==> config.mk <==
export PLATFORM = sky130hd
export DESIGN_NAME = ntt_bf_scheduler
export DESIGN_NICKNAME = d
export VERILOG_FILES = /design/src/rtl/ntt_pkg.sv /design/src/rtl/ntt_wb_delay.sv /design/src/rtl/ntt_bf_scheduler.sv
export SDC_FILE = /design/constraint.sdc
export NUM_CORES = 1
export LEC_CHECK = 0
export CAP_MARGIN = 25
export CORE_MARGIN = 5
export CORE_UTILIZATION = 50
export CTS_CLUSTER_DIAMETER = 100
export DETAILED_ROUTE_END_ITERATION = 8
export HOLD_SLACK_MARGIN = 0.06
export PLACE_DENSITY = 0.82
export SLEW_MARGIN = 15
export SYNTH_ARGS = -nofsm -noshare
export SYNTH_HDL_FRONTEND = slang
export SYNTH_SLANG_ARGS = --single-unit
==> constraint.sdc <==
create_clock -name clk -period 4 [get_ports clk]
set_clock_uncertainty 0.05 [all_clocks]
set_input_delay 0.8 -clock clk [delete_from_list [all_inputs] [get_ports clk]]
set_output_delay 0.8 -clock clk [all_outputs]
set_load 0.01 [all_outputs]
==> src/rtl/ntt_pkg.sv <==
// Shared constants and types for the Kyber NTT butterfly scheduler.
package ntt_pkg;
    localparam int N          = 256;
    localparam int Q          = 3329;
    localparam int LOG_N      = 8;
    localparam int NUM_LAYERS = 7;

    typedef logic [LOG_N-1:0] coef_addr_t;
    typedef logic [6:0]       zeta_idx_t;

    typedef enum logic [1:0] {IDLE, ISSUE, DRAIN, DONE} sched_state_t;
endpackage

==> src/rtl/ntt_wb_delay.sv <==
// Fixed-depth valid+data shift register aligning issued butterflies with write-back.
module ntt_wb_delay #(
    parameter int DEPTH = 3,
    parameter int W     = 16
) (
    input  logic         clk,
    input  logic         rst_n,
    input  logic         vld_i,
    input  logic [W-1:0] data_i,
    output logic         vld_o,
    output logic [W-1:0] data_o
);
    logic         vld_q  [DEPTH];
    logic [W-1:0] data_q [DEPTH];

    // Cleared on reset so an aborted transform never emits a write-back.
    always_ff @(posedge clk or negedge rst_n) begin
        if (!rst_n) begin
            for (int i = 0; i < DEPTH; i++) begin
                vld_q[i]  <= 1'b0;
                data_q[i] <= '0;
            end
        end else begin
            vld_q[0]  <= vld_i;
            data_q[0] <= data_i;
            for (int i = 1; i < DEPTH; i++) begin
                vld_q[i]  <= vld_q[i-1];
                data_q[i] <= data_q[i-1];
            end
        end
    end

    assign vld_o  = vld_q[DEPTH-1];
    assign data_o = data_q[DEPTH-1];
endmodule

==> src/rtl/ntt_bf_scheduler.sv <==
// Kyber forward-NTT sequencer: one butterfly issue per cycle over 7 layers,
// with a pipeline drain between layers and delayed write-back addresses.
module ntt_bf_scheduler #(
    parameter int N      = 256,
    parameter int BF_LAT = 3
) (
    input  logic                 clk,
    input  logic                 rst_n,
    input  logic                 start,
    input  logic                 stall,
    output logic                 busy,
    output logic                 done,
    output logic [2:0]           layer,
    output logic                 rd_en,
    output ntt_pkg::coef_addr_t  rd_addr_a,
    output ntt_pkg::coef_addr_t  rd_addr_b,
    output ntt_pkg::zeta_idx_t   zeta_idx,
    output logic                 wr_en,
    output ntt_pkg::coef_addr_t  wr_addr_a,
    output ntt_pkg::coef_addr_t  wr_addr_b
);
    import ntt_pkg::*;

    localparam logic [7:0] HALF_N     = 8'(N / 2);
    localparam logic [2:0] LAST_LAYER = 3'(NUM_LAYERS - 1);
    localparam logic [3:0] DRAIN_LAST = 4'(BF_LAT - 1);

    sched_state_t state_q;
    logic [2:0]   layer_q;
    logic [6:0]   bf_cnt_q;
    logic [3:0]   drain_cnt_q;
    logic         busy_q;
    logic         done_q;

    logic         issue;
    logic [7:0]   len;
    logic [7:0]   group;
    logic [7:0]   offset;
    logic [7:0]   addr_a;
    logic [15:0]  wb_data;

    always_ff @(posedge clk or negedge rst_n) begin
        if (!rst_n) begin
            state_q     <= IDLE;
            layer_q     <= 3'd0;
            bf_cnt_q    <= 7'd0;
            drain_cnt_q <= 4'd0;
            busy_q      <= 1'b0;
            done_q      <= 1'b0;
        end else begin
            done_q <= 1'b0;
            case (state_q)
                IDLE: begin
                    if (start) begin
                        layer_q  <= 3'd0;
                        bf_cnt_q <= 7'd0;
                        busy_q   <= 1'b1;
                        state_q  <= ISSUE;
                    end
                end
                ISSUE: begin
                    if (!stall) begin
                        bf_cnt_q <= bf_cnt_q + 7'd1;
                        if (bf_cnt_q == 7'd127) begin
                            drain_cnt_q <= 4'd0;
                            state_q     <= DRAIN;
                        end
                    end
                end
                // Drain length ignores stall: only the delay line must empty.
                DRAIN: begin
                    if (drain_cnt_q == DRAIN_LAST) begin
                        if (layer_q == LAST_LAYER) begin
                            done_q  <= 1'b1;
                            state_q <= DONE;
                        end else begin
                            layer_q <= layer_q + 3'd1;
                            state_q <= ISSUE;
                        end
                    end else begin
                        drain_cnt_q <= drain_cnt_q + 4'd1;
                    end
                end
                DONE: begin
                    busy_q  <= 1'b0;
                    state_q <= IDLE;
                end
                default: state_q <= IDLE;
            endcase
        end
    end

    assign issue = (state_q == ISSUE);
    assign rd_en = issue && !stall;
    assign busy  = busy_q;
    assign done  = done_q;
    assign layer = layer_q;

    // Addresses are forced to zero outside ISSUE so idle/reset outputs read 0.
    always_comb begin
        len       = HALF_N >> layer_q;
        group     = {1'b0, bf_cnt_q} >> (3'd7 - layer_q);
        offset    = {1'b0, bf_cnt_q} & (len - 8'd1);
        addr_a    = (group << (4'd8 - {1'b0, layer_q})) | offset;
        rd_addr_a = issue ? addr_a : '0;
        rd_addr_b = issue ? (addr_a + len) : '0;
        zeta_idx  = issue ? ((7'd1 << layer_q) + group[6:0]) : '0;
    end

    ntt_wb_delay #(
        .DEPTH (BF_LAT),
        .W     (16)
    ) u_wb_delay (
        .clk    (clk),
        .rst_n  (rst_n),
        .vld_i  (rd_en),
        .data_i ({rd_addr_a, rd_addr_b}),
        .vld_o  (wr_en),
        .data_o (wb_data)
    );

    assign wr_addr_a = wb_data[15:8];
    assign wr_addr_b = wb_data[7:0];
endmodule

==> impl_metrics.ini <==
[synth]
ys_top_cells_by_area = dfrtp_1 44%, ha_1 7.4%, nand2_1 3.6%, nor2_1 3.5%, xor2_1 3.1%
syn_nets = 429
synth_warnings = 0
synth_area_leader_cell = dfrtp_1
synth_edf_count = 0
async_flop_share_pct = 100
synth_top_area_share_pct = 44.2
synth_area_sq_um = 3900
syn_avg_cell_area_sq_um = 9.74
synth.distinct_cells = 57
synth-seq-cells = 69
syn_inst = 401
synthFlopType = dfrtp_1
ys_seq_area_share_pct = 44.2

[sta]
fin_crit_ns = 4.72
fmax_mhz = 212
relSlewSlack_pct = 43.0
period_share_pct = 118
tightest_slew_ns = 0.856
setup_viol = 8
timing_hold_violations_final = 0
slew_violations = 0
worst_slack_ns = -0.723
setup_tns_ns = -3.31
rsz0062_at_grt = yes
timing.hold.ws_ns = 0.291

[detailed_routing]
via_per_inst = 5.39
wl_met1_um = 4700
vias = 3480
top_layer = met4
drt_wl_total_um = 11100
drtPass1Iterations = 4
ant_nets = 0
drt_iter0_drc = 195
dr_wl_met2_um = 5470
wl_met3_um = 610
route.detailed.drc = 0
routedWlPerCell_um = 17.2

[job]
cap_violations = 0

[clocking]
htreeDepth = 3
cts_root_buffer = clkbuf_8
clock_path_buffers = 2
cts_num_sinks = 69
insertion_delay_ns = 0.35
path_clk_slew_ns = 0.08
cts_tree = done
cts_inserted_buffers = 9

[global_routing]
grt_overflow_total = 0
grt_usage_pct = 22.2
grt_pass1_wl_um = 17300
grt_pass1_vias = 3502
grt_max_degree = 41
antenna_found_initial = 0

[finish]
final_cell_mix = 105 x buf_4, 65 x dfrtp_1, 36 x nand2_1, 33 x nor2_1, 31 x clkdlybuf4s50_1
diodes = 0
final_common_cell = buf_4
drive_above_1_share_pct = 37.9
stdcell_count = 646
areaGrowthSynthToFinish_pct = 46.4
nets = 567

[floorplanning]
dieArea_sq_um = 9680
start_util_pct = 51.1
io_pins = 50
rows = 32
core_sq_um = 7650
dieHeight_um = 98.4
die_w_um = 98.4

[setup_path]
arrival_ns = 3.87
crit_required_ns = 3.15
worstSetupPathType = flip-flop to output port
cp_max_fo = 5
cp-end-kind = output port
start_kind = flip-flop

[placed_design]
portBuffers = 49
hpwl_um = 7780
placed_cells = 616
pre_cts_ws_ns = -0.875
place.gp.congestion = 0.950

[hold_path]
hold_class = flip-flop to flip-flop

[power_and_ir_drop]
p_per_area_nw_per_um2 = 358
vdd_drop_max_uv = 182
p_leak_nw = 2.72

[run_status]
violations = negative setup slack
status = finished with violations
[synth_stat cells, types with 9 or more instances]
cell type	instances
clkbuf_1	13
inv_1	11
nor3_1	9
o21ai_0	14
and2_1	15
mux2i_1	9
nand3_1	12
buf_4	16
nor2b_1	13
ha_1	23
dfrtp_1	69
a21oi_1	17
nand2_1	37
xnor2_1	10
xor2_1	14
nor2_1	36
[critical path, stage by stage, from the launching register on]
cell and delay (ns):
dfrtp_2 0.47, buf_4 0.16, mux2i_1 0.13, o22ai_1 0.11, or2_1 0.25, mux2_4 0.30
mux2_4 0.28, a22o_4 0.26, ha_4 0.27, o211a_1 0.16, a211oi_2 0.05, o311a_1 0.39
a31oi_4 0.19, xnor2_2 0.15, xnor2_1 0.15, nor2_2 0.05, buf_2 0.14
[worst paths after layout]
check | depth (start not counted) | slack (ns) | from | to
setup / recovery | 16 | -0.72 | layer[0] | rd_addr_b[7]
max in group asynchronous | 2 | 2.61 | rst_n | u_wb_delay.data_q[47]
hold / removal | 0 | 0.29 | u_wb_delay.vld_q[1] | u_wb_delay.vld_o
min in group asynchronous | 1 | 0.50 | rst_n | bf_cnt_q[5]
setup reg to reg | 15 | 0.40 | layer[0] | u_wb_delay.data_q[38]
hold reg to reg | 0 | 0.29 | u_wb_delay.vld_q[1] | u_wb_delay.vld_o
[registers in the layout, indices dropped and copies added (netlist names)]
register and count:
bf_cnt_q 7, busy 1, u_wb_delay.data_o 16, state_q 2
u_wb_delay.vld_o 1, u_wb_delay.vld_q 2, done 1, u_wb_delay.data_q 32
layer 3, drain_cnt_q 4
[where the power goes]
| part | internal (mW) | switching, mW |
|---|---|---|
| Clock | 0.370 | 0.262 |
| Combinational | 0.268 | 0.271 |
| Sequential | 0.829 | 0.0481 |
[final cells by class]
type	instances	area, sq um
fill	485	1930
multi-input combinational	283	2240
sequential	69	1730
clock inverter	5	82.6
clock buffer	11	141
timing repair buffer	163	1330
inverter	13	56.3
tap	102	128
[stage by stage]
| step | area, sq um | util (%) | total power [mW] |
|---|---|---|---|
| final | 5720 | 74.7 | 2.05 |
| after global routing | 5720 | 74.7 | 2.14 |
| after CTS | 5520 | 72.2 | 2.06 |
| after detailed placement | 5150 | 67.4 | 1.40 |
| after global placement | 5150 | 67.4 | 1.38 |
| after floorplan | 4020 | - | 1.16 |
[cells by family after synthesis]
| kind of cell | Yosys count | synth area share [%] |
|---|---|---|
| and+or+nand+nor | 144 | 18.0 |
| xor gates and xnor gates | 24 | 5.38 |
| AOI/OAI and AO/OA | 76 | 13.4 |
| buffers and inverters | 49 | 6.92 |
| muxes | 15 | 4.23 |
| DFF | 69 | 44.2 |
| adders and majority gates | 24 | 7.88 |
[layer usage]
metal	track usage (%)	vias to the layer above
met2	37.5	116
met1	28.1	1677
li1	-	1653
met3	4.71	34
met4	7.98	0
met5	0	-
[repair_timing]
item                       in CTS  in global routing
pin swaps                      15                 18
setup endpoints to repair      19                 16
resized for setup              68                 45
setup buffers                   7                  9
hold buffers                    0                  0
hold endpoints to repair        0                  0
(Power assumes the default switching activity.)
